File: src/rtl/seqn_run_fsm.sv
// Moore FSM detecting RUN_LEN consecutive equal bits on w, stepped by en.
// Define SEQ_RUN_HIT_CNT_EN to add the saturating terminal-hit counter (hit_clr/hit_cnt).
module seqn_run_fsm #(
   parameter int unsigned RUN_LEN = 4,
   parameter int unsigned OVERLAP = 1,
   parameter int unsigned CNT_W   = 8,
   localparam int unsigned STATE_W = $clog2(2 * RUN_LEN + 1)
) (
   input  logic               Clock,
   input  logic               nReset,
   input  logic               en,
   input  logic               w,
`ifdef SEQ_RUN_HIT_CNT_EN
   input  logic               hit_clr,
   output logic [CNT_W-1:0]   hit_cnt,
`endif
   output logic               z,
   output logic               z_pol,
   output logic [STATE_W-1:0] curr_state,
   output logic [STATE_W-1:0] next_state
);

   localparam logic [STATE_W-1:0] CodeIdle  = '0;
   localparam logic [STATE_W-1:0] CodeZero1 = STATE_W'(1);
   localparam logic [STATE_W-1:0] CodeT0    = STATE_W'(RUN_LEN);
   localparam logic [STATE_W-1:0] CodeOne1  = STATE_W'(RUN_LEN + 1);
   localparam logic [STATE_W-1:0] CodeT1    = STATE_W'(2 * RUN_LEN);

   // The state register holds the raw code; the enum names its decoded region.
   typedef enum logic [1:0] {
      StIdle,
      StZeros,
      StOnes,
      StUnused
   } state_class_e;

   logic [STATE_W-1:0] state_q, state_d;
   state_class_e       state_class;
   logic               is_term;
   logic               pol;

   always_ff @(posedge Clock or negedge nReset) begin
      if (!nReset) begin
         state_q <= CodeIdle;
      end else begin
         state_q <= state_d;
      end
   end

   always_comb begin
      state_class = StUnused;
      if (state_q == CodeIdle) begin
         state_class = StIdle;
      end else if (state_q <= CodeT0) begin
         state_class = StZeros;
      end else if (state_q <= CodeT1) begin
         state_class = StOnes;
      end
   end

   assign is_term = (state_q == CodeT0) || (state_q == CodeT1);
   assign pol     = (state_class == StOnes);

   always_comb begin
      state_d = state_q;
      unique case (state_class)
         StUnused: begin
            // Recover from illegal codes even while stepping is disabled.
            state_d = CodeIdle;
         end
         StIdle: begin
            if (en) begin
               state_d = w ? CodeOne1 : CodeZero1;
            end
         end
         StZeros, StOnes: begin
            if (en) begin
               if (w != pol) begin
                  state_d = w ? CodeOne1 : CodeZero1;
               end else if (!is_term) begin
                  state_d = state_q + STATE_W'(1);
               end else if (OVERLAP == 0) begin
                  state_d = pol ? CodeOne1 : CodeZero1;
               end
            end
         end
         default: begin
            state_d = CodeIdle;
         end
      endcase
   end

   assign curr_state = state_q;
   assign next_state = state_d;
   assign z          = is_term;
   assign z_pol      = (state_q == CodeT1);

`ifdef SEQ_RUN_HIT_CNT_EN
   localparam logic [CNT_W-1:0] HitMax = '1;

   logic             hit;
   logic [CNT_W-1:0] hit_cnt_q, hit_cnt_d;

   // A hit is any enabled edge that loads a terminal state, including a held one.
   assign hit = en && ((state_d == CodeT0) || (state_d == CodeT1));

   always_comb begin
      hit_cnt_d = hit_cnt_q;
      if (hit_clr) begin
         hit_cnt_d = '0;
      end else if (hit && (hit_cnt_q != HitMax)) begin
         hit_cnt_d = hit_cnt_q + CNT_W'(1);
      end
   end

   always_ff @(posedge Clock or negedge nReset) begin
      if (!nReset) begin
         hit_cnt_q <= '0;
      end else begin
         hit_cnt_q <= hit_cnt_d;
      end
   end

   assign hit_cnt = hit_cnt_q;
`endif

endmodule

File: config.mk
export PLATFORM = sky130hd
export DESIGN_NAME = seqn_run_fsm
export DESIGN_NICKNAME = d
export VERILOG_FILES = /design/src/rtl/seqn_run_fsm.sv
export SDC_FILE = /design/constraint.sdc
export NUM_CORES = 1
export LEC_CHECK = 0
export CORE_AREA = 2 2 39 41
export DETAILED_ROUTE_END_ITERATION = 6
export DIE_AREA = 0 0 41 43
export REMOVE_ABC_BUFFERS = 1
export SYNTH_ARGS = -nofsm -noshare
export SYNTH_HDL_FRONTEND = slang
export SYNTH_SLANG_ARGS = --single-unit
File: constraint.sdc
create_clock -name Clock -period 2.6 [get_ports Clock]
set_input_delay 0.26 -clock Clock [delete_from_list [all_inputs] [get_ports Clock]]
set_output_delay 0.26 -clock Clock [all_outputs]
set_load 0.005 [all_outputs]
==> flow_summary.ini <==
[logic_synthesis]
syn-mean-instance-area_um2 = 8.959
synthXorXnorAreaFrac_pct = 5.866
synth.distinct_cells = 25
synth-edff-count = 0
synth_most_common_cell = ha_1
seq_area_frac_synth_pct = 22.35
synth_compound_area_share_pct = 20.67
synthSimpleGateAreaFrac_pct = 31.28
netlist_instances = 50
synth.top_cell.area_share_pct = 22.35
syn-cell-area_um2 = 447.9
synth_commonest_cells = 5 x ha_1, 4 x dfrtp_1, 4 x inv_1, 4 x nand3b_1
yosysTopAreaCell = dfrtp_1
ys_top_cells_by_area = dfrtp_1 22%, ha_1 14%, a2111oi_2 6.7%
synthMuxAreaShare_pct = 0
yosys_warnings = 0
synth_top_family_by_area = simple AND/OR/NAND/NOR gates
synthArstFlopShare_pct = 100.0
synth-adder-area-share_pct = 13.97
synth_seq_cells = 4
ys.flop_type = dfrtp_1

[die]
boundaryPins = 14
dieArea_um2 = 1763
die_w_um = 41
die_h_um = 43
start_util_pct = 32.37
core_area_um2 = 1384
rows = 14

[grt]
track_usage_pct = 16.21
gr-total-overflow = 0
grt_max_degree = 10
antenna_found_initial = 0
first_global_vias = 431
grt_first_pass_wirelength_um = 1918

[clock_tree]
numCtsBuffers = 3
cts_tree = done
clk_pin_slew_ps = 40
cts-root-buf = clkbuf_4
numClockSinks = 4
ctsLongestPathBuffers = 2
h-tree-depth = 1
clk_latency_ps = 240

[cells_and_area]
drive_gt1_share_pct = 38.67
layoutNonFillerInstCount = 91
syn_to_final_growth_pct = 61.17
n_antenna_cell = 0
post-route-util_pct = 52.17
largest_reg_flops = 4
num-fill-cells = 138
multiInputGateArea_um2 = 371.6
regArea_um2 = 100.1
nets = 86

[critical_path]
arrival_ps = 2190
critPathMaxFanout = 3
critPathKind = reg2out
start_kind = flop
crit_required_ps = 2340
cp-end-kind = output pin

[power]
pwr-share-clk_pct = 7.9
leakage_nw = 0.3235
seqPwrFrac_pct = 11.4
pwr-share-comb_pct = 80.7
p_int_uw = 563.8
power.net_switching_uw = 419.1
ir_drop_uv = 496.1
power.density_nw_per_um2 = 1362
switching_share_pct = 42.64

[drt]
viasPerCell = 5.187
dr.pass1.iters = 4
totalWireLength_um = 1085
num_vias = 472
drt_iter0_markers = 5
ant_nets = 0
wl_per_cell_um = 11.92
drc = 0

[run_status]
status = finished clean

[timing]
hold_violations = 0
min_period_over_period_pct = 94.16
drv_slew = 0
min_period_ps = 2448
timing.fmax_ghz = 0.4085
setup-violations-final = 0
worstMarginPinSlew_ps = 341.5
relSlewSlack_pct = 77.15
rsz0062_at_grt = no
skew_ps = 3.449

[place]
gp_congestion = 0.6783
io_buffers = 13
dp_hpwl_um = 824.9
dp.cells = 87

[hold_path]
hold_path.class = in2async

[job]
max-cap-violations = 0
metal layers:
metal | GRT usage (%) | up-vias | share of wire [%]
met5 | 0 | - | 0
met4 | 6.667 | 0 | 0
met3 | 6.806 | 0 | 5.8
met2 | 25.31 | 18 | 51
met1 | 18.51 | 222 | 44
li1 | - | 232 | -
final timing paths:
kind	start	to	slack, ps	cells after the start
max	curr_state[1]$_DFF_PN0_	next_state[3]	150	11
min	nReset	curr_state[1]$_DFF_PN0_	220	1
max reg2reg	curr_state[1]$_DFF_PN0_	curr_state[0]$_DFF_PN0_	730	10
min reg2reg	curr_state[1]$_DFF_PN0_	curr_state[1]$_DFF_PN0_	640	3
max in group asynchronous	nReset	curr_state[2]$_DFF_PN0_	2210	1
min in group Clock	curr_state[1]$_DFF_PN0_	curr_state[1]$_DFF_PN0_	640	3
power by group through the flow:
stage               sequential, mW  clock (mW)  combinational [mW]
floorplan                    0.123           0               0.359
global placement             0.108           0               0.709
detailed placement           0.109           0               0.711
CTS                          0.110      0.0808               0.791
global route                 0.116      0.0877               0.869
finish                       0.112      0.0772               0.794
metrics by stage:
| stage | hold WS, ps | setup WS (ps) | instance area [um^2] | power [mW] | TNS [ps] |
|---|---|---|---|---|---|
| floorplan | -35.59 | 415.3 | 436.7 | 0.4821 | 0 |
| global placement | 469.6 | 4.616 | 654.4 | 0.8168 | 0 |
| detailed placement | 473.5 | -24.02 | 654.4 | 0.8193 | -24.02 |
| CTS | 220.2 | 23.59 | 724.4 | 0.9820 | 0 |
| global route | 218.6 | 17.80 | 721.9 | 1.073 | 0 |
| finish | 221.5 | 151.9 | 721.9 | 0.9829 | 0 |
area by class of cell:
type | count | area share (%)
Clock buffer | 3 | 3.120
Timing Repair Buffer | 23 | 26.69
Tap cell | 16 | 2.773
Sequential cell | 4 | 13.86
Multi-Input combinational cell | 41 | 51.47
Inverter | 4 | 2.080
cell usage in the layout (no fill, tap or decap), types with 2 or more instances in the layout:
master	count
dlygate4sd2_1	2
clkbuf_4	3
nand3_1	3
nand3b_1	4
nor2_1	2
dfrtp_1	4
a21o_2	2
nand2b_1	2
xor2_1	2
ha_2	3
clkdlybuf4s50_1	9
buf_4	10
nand4_1	2
nand2_1	2
inv_1	4
logic make-up after synthesis:
family / count (synthesis)
simple gates: 22
compound gates: 11
buf+inv: 5
fa+ha+maj: 5
flops: 4
xor+xnor: 3
worst max-delay path, stage by stage, from the launching register on:
cell	delay, ps
dfrtp_1	330
inv_1	50
ha_2	200
inv_1	110
nor2_4	50
a21o_2	210
ha_2	200
buf_4	150
o21ba_2	230
nand3b_1	80
nand3_1	90
dlygate4sd2_1	270
what timing repair did:
item | CTS | global route
buffers inserted | 1 | 0
cloned | 0 | 0
pin swaps | 4 | 1
hold buffers | 0 | 0
resized for setup | 13 | 7
endpoints found under the setup margin | 4 | 2
No activity file was read; power rests on OpenSTA's default activity.
